## config.mk

```make
export PLATFORM = sky130hd
export DESIGN_NAME = pirdsp_split_mac_pipe
export DESIGN_NICKNAME = d
export VERILOG_FILES = /design/src/rtl/pirdsp_split_mac_pipe.sv
export SDC_FILE = /design/constraint.sdc
export NUM_CORES = 1
export LEC_CHECK = 0
export BUFFER_PORTS_ARGS = -buffer_cell sky130_fd_sc_hd__buf_2
export CORE_ASPECT_RATIO = 0.75
export CORE_MARGIN = 2
export CORE_UTILIZATION = 47
export CTS_CLUSTER_SIZE = 25
export DETAILED_ROUTE_END_ITERATION = 7
export GPL_TIMING_DRIVEN = 0
export PLACE_DENSITY = 0.67
export SETUP_SLACK_MARGIN = 0.02
export SLEW_MARGIN = 0
export SYNTH_ARGS = -nofsm -noshare
export SYNTH_HDL_FRONTEND = slang
export SYNTH_SLANG_ARGS = --single-unit
```

## constraint.sdc

```tcl
create_clock -name clk -period 6.2 [get_ports clk]
set_clock_uncertainty 0.15 [all_clocks]
set_input_delay 0.93 -clock clk [delete_from_list [all_inputs] [get_ports clk]]
set_output_delay 0.93 -clock clk [all_outputs]
set_load 0.005 [all_outputs]
```

## src/rtl/pirdsp_split_mac_pipe.sv

```systemverilog
// Pipelined multiply-accumulate that runs as one W x W product (FULL) or two lane-isolated products (HALF).
// Define PIRDSP_ACC_SAT_EN to clamp overflowing accumulator lanes; otherwise lanes wrap.
module pirdsp_split_mac_pipe #(
    parameter int W           = 9,
    parameter int LO_W        = 4,
    parameter int PIPE_STAGES = 2,
    parameter int G           = 4
) (
    input  logic                 clk,
    input  logic                 reset,
    input  logic                 in_valid,
    output logic                 in_ready,
    input  logic [W-1:0]         a,
    input  logic [W-1:0]         b,
    input  logic                 a_sign,
    input  logic                 b_sign,
    input  logic                 half,
    input  logic                 acc_en,
    input  logic                 acc_clr,
    output logic                 out_valid,
    input  logic                 out_ready,
    output logic [2*W-1:0]       p,
    output logic [2*W+2*G-1:0]   acc,
    output logic [1:0]           acc_ovf
);

    localparam int HI_W   = W - LO_W;
    localparam int P_W    = 2 * W;
    localparam int ACC_W  = 2 * W + 2 * G;
    localparam int LO_ACC = 2 * LO_W + G;
    localparam int HI_ACC = 2 * HI_W + G;
    localparam int EXT_W  = ACC_W + 2;

    typedef struct packed {
        logic           valid;
        logic           half;
        logic           sgn;
        logic           acc_en;
        logic           acc_clr;
        logic [P_W-1:0] p;
    } beat_t;

    typedef struct packed {
        logic [ACC_W-1:0] val;
        logic             ovf;
    } lane_t;

    // Sign- or zero-extend the low len bits of v to the full accumulator width.
    function automatic logic [ACC_W-1:0] ext_prod(input logic [ACC_W-1:0] v, input int len,
                                                  input logic sgn);
        logic [ACC_W-1:0] m;
        m = (ACC_W'(1) << len) - ACC_W'(1);
        if (sgn && v[len-1]) return v | ~m;
        return v & m;
    endfunction

    // One accumulator lane of width len; two spare bits hold the true sum for the range check.
    function automatic lane_t lane_update(input logic [ACC_W-1:0] old, input logic [ACC_W-1:0] prod,
                                          input int len, input logic sgn, input logic load);
        logic [EXT_W-1:0] mask, half_mask, old_x, prod_x, sum;
        logic             fits;
        lane_t            r;
        mask      = (EXT_W'(1) << len) - EXT_W'(1);
        half_mask = mask >> 1;
        old_x     = {2'b00, old} & mask;
        if (sgn && old[len-1]) old_x = old_x | ~mask;
        prod_x = {{2{prod[ACC_W-1]}}, prod};
        sum    = load ? prod_x : old_x + prod_x;
        if (sgn) fits = ((sum & ~half_mask) == '0) || ((sum | half_mask) == '1);
        else     fits = (sum & ~mask) == '0;
        r.ovf = ~fits;
        r.val = sum[ACC_W-1:0] & mask[ACC_W-1:0];
`ifdef PIRDSP_ACC_SAT_EN
        if (!fits) begin
            if (!sgn)               r.val = mask[ACC_W-1:0];
            else if (sum[EXT_W-1])  r.val = ~half_mask[ACC_W-1:0] & mask[ACC_W-1:0];
            else                    r.val = half_mask[ACC_W-1:0];
        end
`endif
        return r;
    endfunction

    logic  advance;
    logic  last_half;
    beat_t in_beat;
    beat_t head;

    assign advance  = ~out_valid | out_ready;
    assign in_ready = advance;

    // Operands widened by one bit so one signed multiplier covers every signedness mix.
    logic signed [P_W-1:0]      prod_full;
    logic signed [2*LO_W-1:0]   prod_lo;
    logic signed [2*HI_W-1:0]   prod_hi;

    assign prod_full = $signed({a_sign & a[W-1], a}) * $signed({b_sign & b[W-1], b});
    assign prod_lo   = $signed({a_sign & a[LO_W-1], a[LO_W-1:0]})
                     * $signed({b_sign & b[LO_W-1], b[LO_W-1:0]});
    assign prod_hi   = $signed({a_sign & a[W-1], a[W-1:LO_W]})
                     * $signed({b_sign & b[W-1], b[W-1:LO_W]});

    always_comb begin
        in_beat.valid   = in_valid;
        in_beat.half    = half;
        in_beat.sgn     = a_sign | b_sign;
        in_beat.acc_en  = acc_en;
        in_beat.acc_clr = acc_clr;
        in_beat.p       = half ? {prod_hi, prod_lo} : prod_full;
    end

    if (PIPE_STAGES == 1) begin : g_no_stage
        assign head = in_beat;
    end else begin : g_stages
        beat_t stage_q [PIPE_STAGES-1];

        // NOTE: only the valid bits need reset; payload behind a cleared valid is never observed.
        always_ff @(posedge clk) begin
            if (reset) begin
                for (int k = 0; k < PIPE_STAGES - 1; k++) stage_q[k].valid <= 1'b0;
            end else if (advance) begin
                stage_q[0] <= in_beat;
                for (int k = 1; k < PIPE_STAGES - 1; k++) stage_q[k] <= stage_q[k-1];
            end
        end

        assign head = stage_q[PIPE_STAGES-2];
    end

    logic             load;
    lane_t            full_r, lo_r, hi_r;
    logic [1:0]       ovf_base, ovf_d;
    logic [ACC_W-1:0] acc_d;

    // NOTE: every always_comb output gets a value on every path, so no latch is inferred.
    always_comb begin
        load     = head.acc_clr | (head.half != last_half);
        full_r   = lane_update(acc, ext_prod({{(ACC_W-P_W){1'b0}}, head.p}, P_W, head.sgn),
                               ACC_W, head.sgn, load);
        lo_r     = lane_update({{(ACC_W-LO_ACC){1'b0}}, acc[LO_ACC-1:0]},
                               ext_prod({{(ACC_W-2*LO_W){1'b0}}, head.p[2*LO_W-1:0]}, 2*LO_W, head.sgn),
                               LO_ACC, head.sgn, load);
        hi_r     = lane_update({{LO_ACC{1'b0}}, acc[ACC_W-1:LO_ACC]},
                               ext_prod({{(ACC_W-2*HI_W){1'b0}}, head.p[P_W-1:2*LO_W]}, 2*HI_W, head.sgn),
                               HI_ACC, head.sgn, load);
        ovf_base = load ? 2'b00 : acc_ovf;
        if (head.half) begin
            acc_d = lo_r.val | (hi_r.val << LO_ACC);
            ovf_d = ovf_base | {hi_r.ovf, lo_r.ovf};
        end else begin
            acc_d = full_r.val;
            ovf_d = ovf_base | {1'b0, full_r.ovf};
        end
    end

    // NOTE: state registers use non-blocking assignments so all flops sample pre-edge values.
    always_ff @(posedge clk) begin
        if (reset) begin
            out_valid <= 1'b0;
            p         <= '0;
            acc       <= '0;
            acc_ovf   <= '0;
            last_half <= 1'b0;
        end else if (advance) begin
            out_valid <= head.valid;
            if (head.valid) begin
                p <= head.p;
                if (head.acc_en) begin
                    acc       <= acc_d;
                    acc_ovf   <= ovf_d;
                    last_half <= head.half;
                end
            end
        end
    end

endmodule
```

Word-level counts from Yosys, hierarchy flattened
Memories as Yosys holds them, arrays and structs flattened.
Index checks and enable logic that the tools add are counted.

cells by class
  $add $sub $neg = 3
  multiply operators = 3
  divide/modulo/power cells = 0
  $lt $le $gt $ge = 0
  equality and inequality tests = 4
  shift operators = 0
  muxes and demuxes = 28
  bitwise operators = 14
  reductions and logical operators = 16

operator list
  operator                                count
  two-way mux 26 bit                      7
  zero test 28 bit                        6
  two-way mux 28 bit                      6
  adder 28 bit                            3
  bitwise OR 12 x 26 -> 26 bit            1
  two-way mux 23 bit                      1
  OR reduction 23 bit                     1
  multiplier 10 x 10 -> 18 bit            1
  two-way mux 18 bit                      1
  == test 17 bit (second input constant)  1
  == test 15 bit (second input constant)  1
  multiplier 6 x 6 -> 10 bit              1
  two-way mux 1 bit                       10
  multiplier 5 x 5 -> 8 bit               1
  two-way mux 2 bit                       3
  bitwise AND 1 bit                       4
  logical AND 1 bit                       4
  NOT 1 bit                               4
  == test 3 bit (second input constant)   1
  logical OR 1 bit                        3
  bitwise OR 1 bit                        3
  AND reduction 3 bit                     1
  bitwise OR 2 x 1 -> 2 bit               1
  bitwise OR 2 bit                        1
  2 further kinds                         2

storage, ports and cells
  register bits = 48
  latch bits = 0
  RAM bits = 23
  bits in read-only memories = 0
  input port bits = 27
  output and inout bits = 48
  logic and storage cells = 74
  memories = 1

memory list
  name              words  bits a word  read ports  clocked after Yosys merged registers in  write ports  RTL line  text
  g_stages.stage_q  1      23           1           0                                        1            114       beat_t stage_q [PIPE_STAGES-1];

Logic depth before layout (Yosys ltp)
Gate-level depths: netlist of the first run.
An unclocked memory read counts as a cell.

  depth after elaboration = 12
  gate-level depth with buffers = 22
  mapped depth without buffers = 21

Least setup slack after synthesis of the first run
OpenSTA, ideal clock, no wires.

  path type = in2reg
  start = input port b[8]
  end = memory g_stages.stage_q[0][17] (netlist name), data pin
  library setup time = 0.268 ns
  arrival time = 5.764 ns
  required time = 5.782 ns
  setup slack = 0.018 ns
  cell stages on the path = 20
  buffers on the path = 2
  path through = clkbuf_1 nand2_1 clkbuf_1 or2_2 fa_1 fa_1 inv_1 fa_1 fa_1 inv_1 fa_1 inv_1 ha_1 a21oi_1 a21oi_1 a211oi_1 a211o_1 o21ai_0 nand3b_1 o211ai_1

on the way
  cells in the longest elaborated chain, start to end = 4
  elaborated cells on any way between the ends = 5
  classes of those cells = mul: 2; mux: 2; bitwise: 1

ends and longest elaborated chain
  item                                                                        RTL line  text
  start: declaration                                                          14        input logic [W-1:0] b,
  bitwise AND 1 bit                                                           96, 100
  multiplier 10 x 10 -> 18 bit or multiplier 6 x 6 -> 10 bit (tied branches)  96, 100
  two-way mux 18 bit (*)                                                      108       in_beat.p = half ? {prod_hi, prod_lo} : prod_full;
  two-way mux 23 bit (no line) (*)                                            --
  end: declaration                                                            114

Mark *: on every way between the ends. The rest lies on a longest branch, timed or not. The select of a mux whose other input is x is not followed.

Final worst setup path of the first run
  start = input port b[8]
  end = memory g_stages.stage_q[0][15] (netlist name), data pin

Same word-level chain as after synthesis.

==> results of run 1 <==
==> worst paths after layout <==
path                                                 to              startpoint  slack, ns  depth (start not counted)
worst max register to register                  acc[24]  g_stages.stage_q[0][0]       2.61                         12
worst min register to register                    p[10]                   p[10]       0.30                          2
worst min-delay path                              p[10]                   p[10]       0.30                          2
worst max-delay path            g_stages.stage_q[0][15]                    b[8]       0.26                         20
==> worst max-delay path, delay by kind of cell <==
family                   cells  cell delay, ns
XOR/XNOR                     1            0.13
AO/OA/AOI/OAI                4            0.76
adder cells (fa/ha/maj)      6            2.91
AND/OR/NAND/NOR              3            0.45
buffers and inverters        5            0.55
multiplexers                 1            0.13
==> report_power, final <==
| group | switching, mW | total (mW) | internal (mW) |
|---|---|---|---|
| registers | 0.0841 | 0.646 | 0.562 |
| clock network | 0.227 | 0.544 | 0.317 |
| logic | 1.28 | 2.25 | 0.971 |
| total | 1.59 | 3.44 | 1.85 |
==> layer usage <==
layer | GRT usage | wire, µm | vias to the layer above
li1 | - | - | 4126
met1 | 0.359 | 13000 | 4161
met2 | 0.375 | 11200 | 346
met3 | 0.0434 | 2090 | 37
met4 | 0.0498 | 414 | 0
met5 | 0 | 0 | -
==> cells in the final DEF, fill, tap and decap left out, types with 23 or more instances in the layout <==
| cell type | n |
|---|---|
| a21oi_1 | 85 |
| and2_1 | 50 |
| buf_2 | 64 |
| clkbuf_1 | 38 |
| dfxtp_1 | 48 |
| edfxtp_1 | 23 |
| fa_1 | 104 |
| ha_1 | 113 |
| inv_1 | 178 |
| nand2_1 | 147 |
| nor2_1 | 77 |
| o21ai_0 | 29 |
| xnor2_1 | 51 |
==> through the flow <==
stage	util	setup WS (ns)	cell area, µm²	hold slack, ns	std cells
finish	0.524	0.259	11000	0.303	1567
global route	0.524	0.0121	11000	0.330	1567
CTS	0.524	0.0365	11000	0.304	1574
detailed placement	0.509	-0.542	10700	0.295	1558
global placement	0.509	-0.511	10700	0.290	1558
floorplan	-	0.105	10000	0.299	1206
==> registers in the layout (all words and copies together), names as in the netlist <==
register and count:
acc_ovf 2, out_valid 1, p 18, acc 26, g_stages.stage_q 23, last_half 1
==> repair_timing <==
| action | in CTS | in global routing |
|---|---|---|
| pin swaps | 0 | 3 |
| endpoints found under the hold margin | 0 | 0 |
| buffers inserted | 0 | 0 |
| setup endpoints to repair | 5 | 7 |
| resized for setup | 3 | 14 |
| cloned | 0 | 0 |
==> cell type report <==
class	instances	area (µm²)
Clock inverter	7	81.3
Multi-Input combinational cell	902	7510
Clock buffer	9	225
Timing Repair Buffer	64	323
Inverter	178	668
Buffer	48	190
Fill cell	1999	9990
Sequential cell	71	1650
Tap cell	288	360
==> kinds of logic after synthesis <==
group / after synthesis
and+or+nand+nor: 375
buffers and inverters: 233
AOI/OAI and AO/OA: 229
adders and majority gates: 218
DFF: 71
xor gates and xnor gates: 70
muxes: 10
==> metrics.md, run 1 <==
| Metric | Value |
|---|---|
| Outcome | complete, no violations |
| #FFs+latches synth | between 70 and 80 |
| Setup crit end kind | register |
| WP data required | about 6 ns |
| Fmax | 168 MHz |
| Seq/Total Area, Yosys | 0.165 |
| Std-Cell Rows | between 40 and 50 |
| Netlist Area Pre-Place | 0.0100 mm² |
| Reg clk slew, reported paths | approximately 0.06 ns |
| Total core area | around 0.021 mm² |
| Num CTS Buffers | 9 |
| Syn nets | 1451 |
| Mux share of post-synthesis cell area | 0.0104 |
| CTS tree | built |
| Worst slew pin tran | ~1 ns |
| Routed Antenna Nets | 0 |
| Gp weighted congestion | 0.999 |
| Ys flop type | dfxtp_1 |
| Vias in the first global route | 8339 |
| Nets | 1519 |
| Worst-path maximum fanout | 11 |
| Drt total wl | between 20 and 30 mm |
| Syn. warnings | 0 |
| DRC viols | 0 |
| Async SR Flop Fraction | 0 |
| Total power | 3.44 mW |
| Final setup viols | 0 |
| Tmin final | 5.94 ns |
| Synth top area share | 0.208 |
| Die W | about 170 µm |
| RSZ-0062 raised after global routing | yes |
| Area grow syn2layout | 9.95% |
| Area contributors post-synth | fa_1 21%, ha_1 14%, dfxtp_1 9.6% |
| Htree depth | 3 |
| Clk buf depth | 2 |
| Period utilization | 0.958 |
| Synth top cells by count | 178 x inv_1, 147 x nand2_1, 114 x ha_1 |
| Simple-Gate Fraction of Synth Area | 0.175 |
| CP max stage delay | 0.54 ns |
| Vias per inst | 5.53 |
| Most common cell in the netlist | inv_1 |
| Hold/Removal Path Class | register to register |
| Hold bufs inserted after CTS | 0 |
| DR pass1 iterations | 5 |
| Syn avg cell area | between 8 and 9 µm² |
| Clk sinks | 71 |
| Post-synth EDFFs | 23 |
| Detailed-placement wirelength estimate | 21.4 mm |
| Largest family of logic cells by synthesized area | adder cells |
| Initial antenna violation count | 0 |
| Critical Path Most Common Cell | fa_1 |
| Slew Limit Fails | 0 |
| Total track usage | 0.243 |
| Ports | 75 |
| Power density cells | 313 mW/mm² |
| Post-Synth XOR/XNOR Area | 0.0612 |
| Setup CP Type | input port to register |
| First-pass GRT wire length | ~44 mm |
| Synth Area in Adders | 0.350 |
| Synth Area in Compound Gates | 0.151 |
| Mapped Cells | 1206 |
| Clk_lat worst skew | 0.34 ns |
| Critical path's slowest cell | fa_1 |
| Slew HR | 0.326 |
| DIE HEIGHT | 130 µm |
| Die Area | ~0.023 mm² |
| Root Buffer | clkbuf_16 |
| Via count | 8670 |
| Critical path cell sequence | clkbuf_4, nand2_1, clkbuf_4, or2_2, fa_1, fa_1, inv_1, fa_1, fa_1, inv_1, fa_1, inv_1, ha_4, o211ai_1, a21oi_1, a211oi_2, a211o_1, xnor2_1, mux2i_1, nor2_1 |
| DR WL/cell | 17.0 µm |
| DRT iter0 DRCs | 843 |
| Max Cap Viol | 0 |
| CP Launch Type | input port |
| Leading area contributor after synthesis | fa_1 |
| TNS Setup | 0 ns |
| Initial core utilization | 0.477 |
| Final Hold Vio Count | 0 |
| Yosys cell types | 61 |
| Layout cell share with drive strength beyond 1 | 0.0844 |
| Worst vdd ir | between 0.2 and 0.25 mV |
| Largest net degree at the start of global routing | 29 |
| CP Data Arrival Time | 5.87 ns |
| Pleak | approximately 5.3 nW |
| Antenna cells | 0 |
| GRT overflow | 0 |
| Buffers on Ports | between 60 and 70 |
No activity file was read; power rests on OpenSTA's default activity.
==> run 2: changes to the inputs <==
Settings changed: CORE_MARGIN 2 to not set, CORE_UTILIZATION 47 to 39, PLACE_DENSITY 0.67 to not set.
==> run 2 against run 1 <==
Effect of this change: cell count increased by 3.1%; via count decreased by 2.5%; worst setup slack improved by 0.039 ns; wire length increased by 3.8%; worst hold slack about the same; combinational power about the same; sequential cell count unchanged; global-route usage decreased by 2.3 points.
==> metrics.md, run 2 (synthesis results as in run 1) <==
| Metric | Value |
|---|---|
| Outcome | complete, no violations |
| Power density cells | between 300 and 400 mW/mm² |
| GR peak layer | met2 |
| Via count | between 8000 and 9000 |
| DRT iter0 DRCs | 769 |
| Filler cells | 2549 |
| Tmin final | a little under 6 ns |
| Worst reg2reg setup slack | 2.57 ns |
| Period utilization | 0.952 |
| Slew HR | 0.379 |
| WP data required | 6.14 ns |
| Total track usage | 0.220 |
| Setup crit end kind | register |
| Met2 Resource Use GR | 0.337 |
| Clk_lat worst skew | 0.35 ns |
| Hold bufs inserted after CTS | 0 |
| DRC viols | 0 |
| Layout cell share with drive strength beyond 1 | 0.0876 |
| Hold/Removal Path Class | register to register |
| Die W | 187 µm |
| Initial core utilization | 0.399 |
| Final setup viols | 0 |
| Leading cell types in the layout, fill and taps excluded | 178 x inv_1, 147 x nand2_1, 113 x ha_1 |
| DR pass1 iterations | 5 |
| Clk sinks | 71 |
| Slew Limit Fails | 0 |
| Routed Antenna Nets | 0 |
| Root Buffer | clkbuf_16 |
| RSZ-0062 raised after global routing | no |
| Die Area | ~0.026 mm² |
| Clk buf depth | 2 |
| First-pass GRT wire length | 45.5 mm |
| DR WL/cell | 17.1 µm |
| Placed Area | 0.0108 mm² |
| Final hold slack | between 0.3 and 0.4 ns |
| Setup CP Type | input port to register |
| Max reg flops | 26 |
| Initial antenna violation count | 1 |
| Worst slew pin tran | 0.931 ns |
| Reg clk slew, reported paths | 0.07 ns |
| Met3 Use GR | 0.0413 |
| Nets | between 1500 and 2000 |
| Fmax | 169 MHz |
| Most common cell after layout, fill and taps aside | inv_1 |
| Worst-path maximum fanout | 10 |
| Critical path's slowest cell | fa_1 |
| Critical Path Most Common Cell | fa_1 |
| Final Hold Vio Count | 0 |
| Area grow syn2layout | 10.5% |
| Worst vdd ir | roughly 0.20 mV |
| Met1 usage | 0.324 |
| Std-Cell Rows | 50 |
| DIE HEIGHT | 141 µm |
| Buffers on Ports | 64 |
| CP Launch Type | input port |
| Largest net degree at the start of global routing | 29 |
| CTS tree | built |
| Fin area | 0.0111 mm² |
| Detailed-placement wirelength estimate | 22.5 mm |
| CP Data Arrival Time | 5.84 ns |
| Vias in the first global route | 8501 |
| Num CTS Buffers | 9 |
| Total core area | 0.0251 mm² |
| CP max stage delay | 0.54 ns |
| Max Cap Viol | 0 |
| Vias per inst | roughly 5.2 |
| Pleak | 5.33 nW |
| Top reg by flops | acc |
| Gp weighted congestion | between 0.9 and 1 |
| Drt total wl | 27.7 mm |
| GRT overflow | 0 |
| Ports | 75 |
| Largest registers | acc: 26 flops, g_stages.stage_q: 23 flops, p: 18 flops |
| Critical path cell sequence | buf_2, clkbuf_1, or2_2, fa_1, fa_1, inv_1, fa_1, fa_1, inv_1, fa_1, inv_1, ha_4, o211ai_1, a21oi_1, a211oi_2, a211o_1, xnor2_1, mux2i_1, nor2_1 |
| Antenna cells | 0 |
| Final core utilization | 0.441 |
| Htree depth | 3 |
run 2: area by class of cell:
class	count	area, µm²	share of cell area
clock inverter	7	63.8	0.00576
tap	338	423	0.0382
buffer	47	186	0.0168
timing repair buffer	64	323	0.0292
clock buffer	9	225	0.0203
sequential	71	1650	0.149
inverter	178	668	0.0604
multi-input combinational	902	7530	0.680
run 2: critical path: cells and delay by family:
kind	cells	cell delay [ns]
adders and majority gates	6	2.92
AOI/OAI and AO/OA	4	0.76
buffers and inverters	5	0.52
and+or+nand+nor	2	0.43
xor gates and xnor gates	1	0.14
muxes	1	0.12
run 2: power by group:
part           total, mW  internal, mW  switching, mW
combinational       2.26         0.975           1.28
clock              0.524         0.280          0.244
sequential         0.676         0.562          0.114
total               3.46          1.82           1.64
run 2: per-stage QoR:
| step | total power [mW] | std cells | setup WS [ns] | TNS (ns) |
|---|---|---|---|---|
| global route | 3.84 | 1616 | 0.0391 | 0 |
| CTS | 3.41 | 1623 | 0.0500 | 0 |
| global placement | 2.86 | 1608 | -0.578 | -2.72 |
| detailed placement | 2.86 | 1608 | -0.575 | -2.83 |
| finish | 3.46 | 1616 | 0.298 | 0 |
| floorplan | 2.35 | 1206 | 0.105 | 0 |
run 2: final timing paths:
kind | startpoint | end | cells past startpoint
setup / recovery | a[0] | g_stages.stage_q[0][15] | 19
hold / removal | p[4] | p[4] | 2
setup reg to reg | g_stages.stage_q[0][10] | acc[24] | 11
hold reg to reg | p[4] | p[4] | 2
run 2: what timing repair did:
| item | 4_1_cts | 5_1_grt |
|---|---|---|
| pin swaps | 0 | 3 |
| setup endpoints to repair | 5 | 6 |
| buffers inserted | 0 | 0 |
| resized for setup | 2 | 20 |
run 2: per-layer routing:
metal	share of wire	wire length (µm)
met1	0.50	13800
met2	0.43	11800
met3	0.063	1740
met4	0.013	350
met5	0	0
==> run 3: changes to the inputs <==
Settings changed: SETUP_SLACK_MARGIN 0.02 to 0.4.
==> run 3 against run 2 <==
Effect of this change: non-clock buffer count grew 19; sequential power about the same; highest routed layer unchanged; core utilization is 1.2 points higher; worst setup slack gained 0.28 ns; cell count increased by 1.2%; register-to-register slack got worse by 0.03 ns.
==> metrics.md, run 3 (synthesis results as in run 1) <==
| Metric | Value |
|---|---|
| GRT overflow | 0 |
| CP max stage delay | between 0.6 and 0.7 ns |
| Clk sinks | 71 |
| Initial core utilization | 0.399 |
| Total track usage | 0.228 |
| Vias in the first global route | 8735 |
| Nets | 1537 |
| RSZ-0062 raised after global routing | no |
| CTS tree | built |
| DRT iter0 DRCs | around 700 |
| Top reg by flops | acc |
| CP Launch Type | input port |
| Buffers on Ports | 64 |
| Leading cell types in the layout, fill and taps excluded | 176 x inv_1, 144 x nand2_1, 108 x ha_1 |
| Reg clk slew, reported paths | 0.07 ns |
| Pleak | ~5.5 nW |
| Worst-path maximum fanout | 10 |
| Final Hold Vio Count | 0 |
| Worst vdd ir | around 0.23 mV |
| Die W | about 190 µm |
| Tmin final | 5.62 ns |
| Vias per inst | 5.31 |
| Layout cell share with drive strength beyond 1 | 0.120 |
| Max reg flops | 26 |
| Final setup viols | 0 |
| First-pass GRT wire length | roughly 47 mm |
| DR pass1 iterations | 5 |
| Std-Cell Rows | 50 |
| Total power | 3.70 mW |
| Period utilization | 0.907 |
| Slew Limit Fails | 0 |
| DR WL/cell | roughly 18 µm |
| Die Area | 0.0263 mm² |
| Routed Antenna Nets | 0 |
| Fmax | 178 MHz |
| Min setup slack post-route | 0.577 ns |
| Root Buffer | clkbuf_16 |
| Outcome | complete, no violations |
| Worst reg2reg setup slack | 2.54 ns |
| Initial antenna violation count | 1 |
| Critical path's slowest cell | fa_2 |
| Final hold slack | 0.304 ns |
| Gp weighted congestion | slightly above 0.9 |
| Detailed-placement wirelength estimate | ~23 mm |
| Num CTS Buffers | 9 |
| Antenna cells | 0 |
| Ports | between 70 and 80 |
| CP Launch Point | b[1] |
| WP data required | 6.14 ns |
| Post-Place Setup Slack | -0.338 ns |
| Via count | 8685 |
| Largest net degree at the start of global routing | 29 |
| Total core area | 0.0251 mm² |
| Critical path cell sequence | buf_2, clkbuf_4, nand3_1, inv_2, fa_2, buf_12, inv_1, fa_1, inv_1, fa_1, inv_1, fa_1, fa_1, inv_1, ha_1, nor2_1, a211o_1, xnor2_1, mux2i_1, nor2_1 |
| CP Data Arrival Time | 5.56 ns |
| Htree depth | 3 |
| Slew HR | 0.368 |
| Power density cells | 325 mW/mm² |
| Hold/Removal Path Class | register to register |
| Worst Reg-to-Reg Cells | 12 |
| Worst r2r src | g_stages.stage_q[0][0] |
| Clk_lat worst skew | about 0.35 ns |
| Clk buf depth | 2 |
| Setup CP Type | input port to register |
| Area grow syn2layout | 13.5% |
| Largest registers | acc: 26 flops, g_stages.stage_q: 23 flops, p: 18 flops |
| DIE HEIGHT | roughly 140 µm |
| Most common cell after layout, fill and taps aside | inv_1 |
| Critical path destination | g_stages.stage_q[0][15] |
| TNS Setup | 0 ns |
| Hold bufs inserted after CTS | 0 |
| Worst reg2reg path endpoint | acc[24] |
| Setup crit end kind | register |
| Worst slew pin tran | roughly 0.95 ns |
| DRC viols | 0 |
| Drt total wl | 28.9 mm |
| Max Cap Viol | 0 |
run 3: timing repair:
action | in CTS | in global routing
buffers inserted | 1 | 9
cloned | 0 | 1
pin swaps | 6 | 17
gates resized for setup | 25 | 47
setup endpoints to repair | 6 | 8
run 3: metrics by stage:
stage | std cells | area, µm² | util
2_1_floorplan | 1206 | 10100 | -
3_3_place_gp | 1608 | 10800 | 0.431
3_5_place_dp | 1608 | 10800 | 0.431
4_1_cts | 1625 | 11200 | 0.445
5_1_grt | 1635 | 11400 | 0.453
6_report | 1635 | 11400 | 0.453
run 3: how the worst min path moves through the flow:
| stage | startpoint | to | slack [ns] | cells past startpoint |
|---|---|---|---|---|
| detailed placement | p[3] | p[3] | 0.30 | 2 |
| CTS | p[16] | p[16] | 0.31 | 2 |
| floorplan | last_half | last_half | 0.30 | 2 |
| finish | p[16] | p[16] | 0.30 | 2 |
| global route | p[16] | p[16] | 0.32 | 2 |
| global placement | p[4] | p[4] | 0.29 | 2 |
run 3: worst max-delay path: cells and delay by family:
family                   cells  cell delay (ns)
AO/OA/AOI/OAI                1             0.28
XOR/XNOR                     1             0.14
adder cells (fa/ha/maj)      6             3.04
buffers and inverters        8             0.74
multiplexers                 1             0.12
AND/OR/NAND/NOR              3             0.31
run 3: cell type report:
class / count / area (µm²)
buffer: 55 / 284
tap: 338 / 423
timing repair buffer: 75 / 433
multi-input combinational: 902 / 7620
clock buffer: 9 / 225
inverter: 178 / 668
sequential: 71 / 1650
clock inverter: 7 / 62.6
fill: 2520 / 13700
run 3: power by group:
part | internal [mW] | total, mW | switching, mW
logic | 1.14 | 2.51 | 1.37
clock network | 0.281 | 0.518 | 0.237
registers | 0.562 | 0.676 | 0.114
run 3: layer usage:
metal | GRT usage | routed length, µm | vias to the layer above
li1 | - | - | 4162
met2 | 0.338 | 12200 | 274
met1 | 0.343 | 14200 | 4218
met5 | 0 | 0 | -
met4 | 0.0423 | 357 | 0
met3 | 0.0418 | 2110 | 31
